$ cat config.mk
export PLATFORM = sky130hd
export DESIGN_NAME = uart_rx
export DESIGN_NICKNAME = d
export VERILOG_FILES = /design/src/rtl/uart_rx.sv
export SDC_FILE = /design/constraint.sdc
export NUM_CORES = 1
export LEC_CHECK = 0
export ABC_AREA = 1
export BUFFER_PORTS_ARGS = -buffer_cell sky130_fd_sc_hd__buf_2
export CORE_MARGIN = 4
export CORE_UTILIZATION = 25
export DETAILED_ROUTE_END_ITERATION = 8
export SLEW_MARGIN = 40
export SYNTH_ARGS = -nofsm -noshare
export SYNTH_HDL_FRONTEND = slang
export SYNTH_SLANG_ARGS = --single-unit
$ cat constraint.sdc
create_clock -name clk_in -period 4 [get_ports clk_in]
set_input_delay 0.6 -clock clk_in [delete_from_list [all_inputs] [get_ports clk_in]]
set_output_delay 0.6 -clock clk_in [all_outputs]
set_load 0.005 [all_outputs]
$ cat src/rtl/uart_rx.sv
// uart_rx: 8N1 serial receiver. The asynchronous rx line is double-flopped,
// the start bit is confirmed at mid-bit, and the data and stop bits are then
// sampled one full bit period apart. Each good byte is presented with a
// one-cycle valid pulse. A low stop bit gives a one-cycle error pulse, and no
// further start is accepted until the line has been seen high again.
module uart_rx #(
    parameter int CLKS_PER_BIT = 1250
) (
    input  logic       clk_in,
    input  logic       rst_n,
    input  logic       rx_in,
    output logic [7:0] rx_data,
    output logic       rx_valid,
    output logic       rx_frame_err,
    output logic       rx_busy
);

    localparam int CW = $clog2(CLKS_PER_BIT);
    localparam logic [CW-1:0] HALF_C = CW'(CLKS_PER_BIT / 2 - 1);
    localparam logic [CW-1:0] FULL_C = CW'(CLKS_PER_BIT - 1);

    typedef enum logic [1:0] {
        IDLE  = 2'd0,
        START = 2'd1,
        DATA  = 2'd2,
        STOP  = 2'd3
    } state_t;

    state_t        state_r, state_s;
    logic [CW-1:0] cnt_r, cnt_s;
    logic [2:0]    bit_idx_r, bit_idx_s;
    logic [7:0]    shift_r, shift_s;
    logic [7:0]    rx_data_r, rx_data_s;
    logic          rx_valid_r, rx_valid_s;
    logic          rx_frame_err_r, rx_frame_err_s;
    logic          rx_busy_r;
    logic          armed_r, armed_s;
    logic          sync_meta_r, sync_out_r;
    logic          rx_s;

    assign rx_s         = sync_out_r;
    assign rx_data      = rx_data_r;
    assign rx_valid     = rx_valid_r;
    assign rx_frame_err = rx_frame_err_r;
    assign rx_busy      = rx_busy_r;

    // Two-flop synchroniser bringing the asynchronous rx line into clk_in.
    always_ff @(posedge clk_in or negedge rst_n) begin
        if (!rst_n) begin
            sync_meta_r <= 1'b0;
            sync_out_r  <= 1'b0;
        end else begin
            sync_meta_r <= rx_in;
            sync_out_r  <= sync_meta_r;
        end
    end

    // State, counters, shift register and registered outputs.
    always_ff @(posedge clk_in or negedge rst_n) begin
        if (!rst_n) begin
            state_r        <= IDLE;
            cnt_r          <= '0;
            bit_idx_r      <= 3'd0;
            shift_r        <= 8'h00;
            rx_data_r      <= 8'h00;
            rx_valid_r     <= 1'b0;
            rx_frame_err_r <= 1'b0;
            rx_busy_r      <= 1'b0;
            armed_r        <= 1'b0;
        end else begin
            state_r        <= state_s;
            cnt_r          <= cnt_s;
            bit_idx_r      <= bit_idx_s;
            shift_r        <= shift_s;
            rx_data_r      <= rx_data_s;
            rx_valid_r     <= rx_valid_s;
            rx_frame_err_r <= rx_frame_err_s;
            rx_busy_r      <= (state_s != IDLE);
            armed_r        <= armed_s;
        end
    end

    // Next-state logic: start detection, mid-bit sampling and frame checking.
    always_comb begin
        state_s        = state_r;
        cnt_s          = cnt_r;
        bit_idx_s      = bit_idx_r;
        shift_s        = shift_r;
        rx_data_s      = rx_data_r;
        rx_valid_s     = 1'b0;
        rx_frame_err_s = 1'b0;
        armed_s        = armed_r;

        case (state_r)
            IDLE: begin
                cnt_s = '0;
                if (rx_s) begin
                    // Line seen high: a following falling edge is a real start.
                    armed_s = 1'b1;
                end else if (armed_r) begin
                    state_s = START;
                end else begin
                    // Line low but never seen high (reset or break): ignore.
                    state_s = IDLE;
                end
            end

            START: begin
                if (cnt_r == HALF_C) begin
                    cnt_s = '0;
                    if (!rx_s) begin
                        state_s   = DATA;
                        bit_idx_s = 3'd0;
                    end else begin
                        // Line back high at mid start bit: a glitch, drop it.
                        state_s = IDLE;
                    end
                end else begin
                    cnt_s = cnt_r + CW'(1);
                end
            end

            DATA: begin
                if (cnt_r == FULL_C) begin
                    cnt_s              = '0;
                    shift_s[bit_idx_r] = rx_s;
                    if (bit_idx_r == 3'd7) begin
                        state_s = STOP;
                    end else begin
                        bit_idx_s = bit_idx_r + 3'd1;
                    end
                end else begin
                    cnt_s = cnt_r + CW'(1);
                end
            end

            STOP: begin
                if (cnt_r == FULL_C) begin
                    // Return to IDLE at mid stop so a back-to-back start is caught.
                    state_s = IDLE;
                    cnt_s   = '0;
                    if (rx_s) begin
                        rx_data_s  = shift_r;
                        rx_valid_s = 1'b1;
                    end else begin
                        rx_frame_err_s = 1'b1;
                        armed_s        = 1'b0;
                    end
                end else begin
                    cnt_s = cnt_r + CW'(1);
                end
            end

            default: begin
                state_s = IDLE;
                cnt_s   = '0;
            end
        endcase
    end

endmodule

==> summary.md <==
| Metric | Value |
|---|---|
| Setup Fix Bufs, Post-CTS | `0` |
| Ratio of cells with drive above 1 in the final layout | `0.191` |
| DP Area | `2170 um2` |
| CTS H-Tree Depth | `2` |
| Io pins | `14` |
| # setup viols final | `0` |
| Gp weighted congestion | `0.904` |
| Leak | `0.00117 uW` |
| CP delay by family, top | `simple AND/OR/NAND/NOR gates` |
| GRT Util Overall | `0.0895` |
| Iter 0 DRT Violations | `85` |
| Critical path cell sequence | `inv_1, ha_1, nand2_4, nor2_4, nand3_2, inv_2, nand3_4, inv_2, nand2_1, nand2_1` |
| Slowest CP cell | `dfrtp_1` |
| WL met2 | `1620 um` |
| Worst R2R Setup Slack | `2.35 ns` |
| Die height | `97.6 um` |
| Max Cap Violations | `0` |
| Worst-Skew Late Latency | `0.29 ns` |
| # diodes | `0` |
| RSZ-0062 raised after global routing | `no` |
| FF+latch area | `951 um2` |
| Register area share after synthesis | `0.474` |
| CTS Sinks | `38` |
| DRT antenna net count | `0` |
| Pre-CTS WS | `2.35 ns` |
| Vias | `1564` |
| Reg2reg start | `cnt_r[1]$_DFF_PN0_` |
| Drt pass-1 iters | `4` |
| Hold buffers post-CTS | `0` |
| CTS resizes | `0` |
| Hold violation total from the final report | `0` |
| Power Density | `407 nW/um2` |
| Run status | `finished clean` |
| CP endpoint kind | `register` |
| Relative slew slack | `0.682` |
| Metal3 WL | `191 um` |
| Multi-input logic area | `873 um2` |
| Post-synth top area share | `0.474` |
| CTS tree | `done` |
| Top-count cell post-synth | `nand2_1` |
| Syn nets | `258` |
| Via/cell ratio | `4.24` |
| Async SR Flop Fraction | `1.00` |
| FP Rows | `32` |
| Port bufs | `13` |
| Startpoint types | `register` |
| Hold slack final | `0.262 ns` |
| Core box area | `7770 um2` |
| Critical path class | `register to register` |
| Starting Density | `0.258` |
| Synth Warn # | `0` |
| Hold/Removal Path Class | `primary input to asynchronous set/reset pin` |
| Unique cell type count in the Yosys netlist | `30` |
| Fin Setup TNS | `0 ns` |
| Initial antenna violation count | `0` |
| Die area | `9520 um2` |
| Cts bufs inserted | `5` |
| Hpwl dp | `2890 um` |
| Fin cells | `369` |
| Post-synth EDFFs | `0` |
| Design area | `2270 um2` |
| Post-synthesis cell count | `250` |
| Drt wl/cell | `10.4 um` |
| First-pass GRT wire length | `6920 um` |
| Avg Inst Size Synth | `8.02 um2` |
| Crit-path max FO | `13` |
| Worst reg-to-reg path cell count | `10` |
| Post-Syn Area | `2010 um2` |
| Max Clk Rate | `0.604 GHz` |
| Tcrit/Tclk final | `0.414` |
| Total gr overflow | `0` |
| Clock skew | `0.00734 ns` |
| Slew @ Worst Pin | `0.477 ns` |
| Clk slew on worst S/H paths | `0.08 ns` |
| CP Depth | `10` |
| RR Endpoint | `rx_data[7]$_DFFE_PN0P_` |
| #FFs+latches synth | `38` |
| Worst Path Buf+Inv | `3` |
| Placed Cells | `361` |
| Final WS setup | `2.35 ns` |
| Data required time at the worst endpoint | `4.24 ns` |
| Top routing layer in use | `met4` |
| Max-slew violation count | `0` |
| CTS max path bufs | `2` |
| Residual DRC | `0` |
| Final wirelength | `3850 um` |
| Period minus WS final | `1.65 ns` |
| Clock root cell | `clkbuf_8` |
| Synth cell count leaders | `nand2_1 (72), dfrtp_1 (38), inv_1 (30), nor2_1 (26), nand3_1 (19)` |
| Syn-to-layout area delta | `13.4%` |
| Synth area leaders | `dfrtp_1 (47%), nand2_1 (13%), inv_1 (5.6%), nor2_1 (4.9%), nand3_1 (4.7%)` |
| Max stage delay on crit path | `0.41 ns` |
| Fillers | `863` |
| Worst vdd ir | `0.000168 V` |
| Worst EP arrival | `1.89 ns` |
| Synth area leader | `dfrtp_1` |
| Die width | `97.6 um` |
| Met1 Wirelength | `1950 um` |
| Vias in the first global route | `1544` |
| Fin nets | `274` |
| Top_reg_cell synth | `dfrtp_1` |
| Largest net degree at the start of global routing | `39` |
## routing by layer
layer  vias up  GRT usage
li1        816          -
met1       710      0.118
met2        29      0.135
met3         9     0.0273
met4         0     0.0383
met5         -          0
## cell type report
cell class / instances / share of cell area
Multi-Input combinational cell: 170 / 0.384
Tap cell: 102 / 0.0561
Clock buffer: 5 / 0.0303
Sequential cell: 38 / 0.418
Clock inverter: 3 / 0.0176
Timing Repair Buffer: 13 / 0.0297
Inverter: 38 / 0.0644
## worst max-delay path by stage
stage | start | to | slack, ns
after floorplan | cnt_r[1]$_DFF_PN0_ | rx_data[4]$_DFFE_PN0P_ | 2.54
after global placement | cnt_r[1]$_DFF_PN0_ | rx_data[7]$_DFFE_PN0P_ | 2.35
after detailed placement | cnt_r[1]$_DFF_PN0_ | rx_data[7]$_DFFE_PN0P_ | 2.35
after CTS | cnt_r[1]$_DFF_PN0_ | rx_data[7]$_DFFE_PN0P_ | 2.33
after global routing | cnt_r[1]$_DFF_PN0_ | rx_data[1]$_DFFE_PN0P_ | 2.19
final | cnt_r[1]$_DFF_PN0_ | rx_data[7]$_DFFE_PN0P_ | 2.35
## sequential cells by signal, summed over array words and instances (netlist names)
signal / count
state_r: 2
sync_meta_r: 1
rx_s: 1
bit_idx_r: 3
shift_r: 8
rx_valid: 1
rx_busy: 1
rx_frame_err: 1
cnt_r: 11
rx_data: 8
armed_r: 1
## worst register-to-register path, stage by stage (launching register included)
cell and delay, ns:
dfrtp_1 0.41, inv_1 0.09, ha_1 0.22, nand2_4 0.09, nor2_4 0.13, nand3_2 0.13
inv_2 0.10, nand3_4 0.18, inv_2 0.16, nand2_1 0.06, nand2_1 0.05
## logic make-up after synthesis
logic type,after synthesis,synth area share
AO/OA/AOI/OAI,15,0.0474
XOR/XNOR,1,0.00437
adder cells (fa/ha/maj),5,0.0312
buffers and inverters,42,0.0905
flip-flops,38,0.474
AND/OR/NAND/NOR,149,0.352
## power by group
group          internal (uW)  switching (uW)  total [uW]
Combinational           51.7            92.5         144
Sequential               413            47.7         461
Clock                    183             137         320
## layout by cell type (no fill, tap or decap), drive strengths merged, types with 3 or more instances in the layout
| master | instances |
|---|---|
| clkbuf | 5 |
| nand3 | 21 |
| nand2 | 80 |
| o21ai | 10 |
| inv | 37 |
| buf | 13 |
| dfrtp | 38 |
| nand4 | 8 |
| nor2 | 32 |
| clkinv | 3 |
| nor3 | 7 |
| ha | 5 |
| a21oi | 3 |
## through the flow
step | utilization | total power (uW)
after CTS | 0.293 | 943
after floorplan | - | 579
after global routing | 0.293 | 986
after detailed placement | 0.279 | 615
after global placement | 0.279 | 612
final | 0.293 | 925
Note: power is estimated with default switching activity, not from simulation.
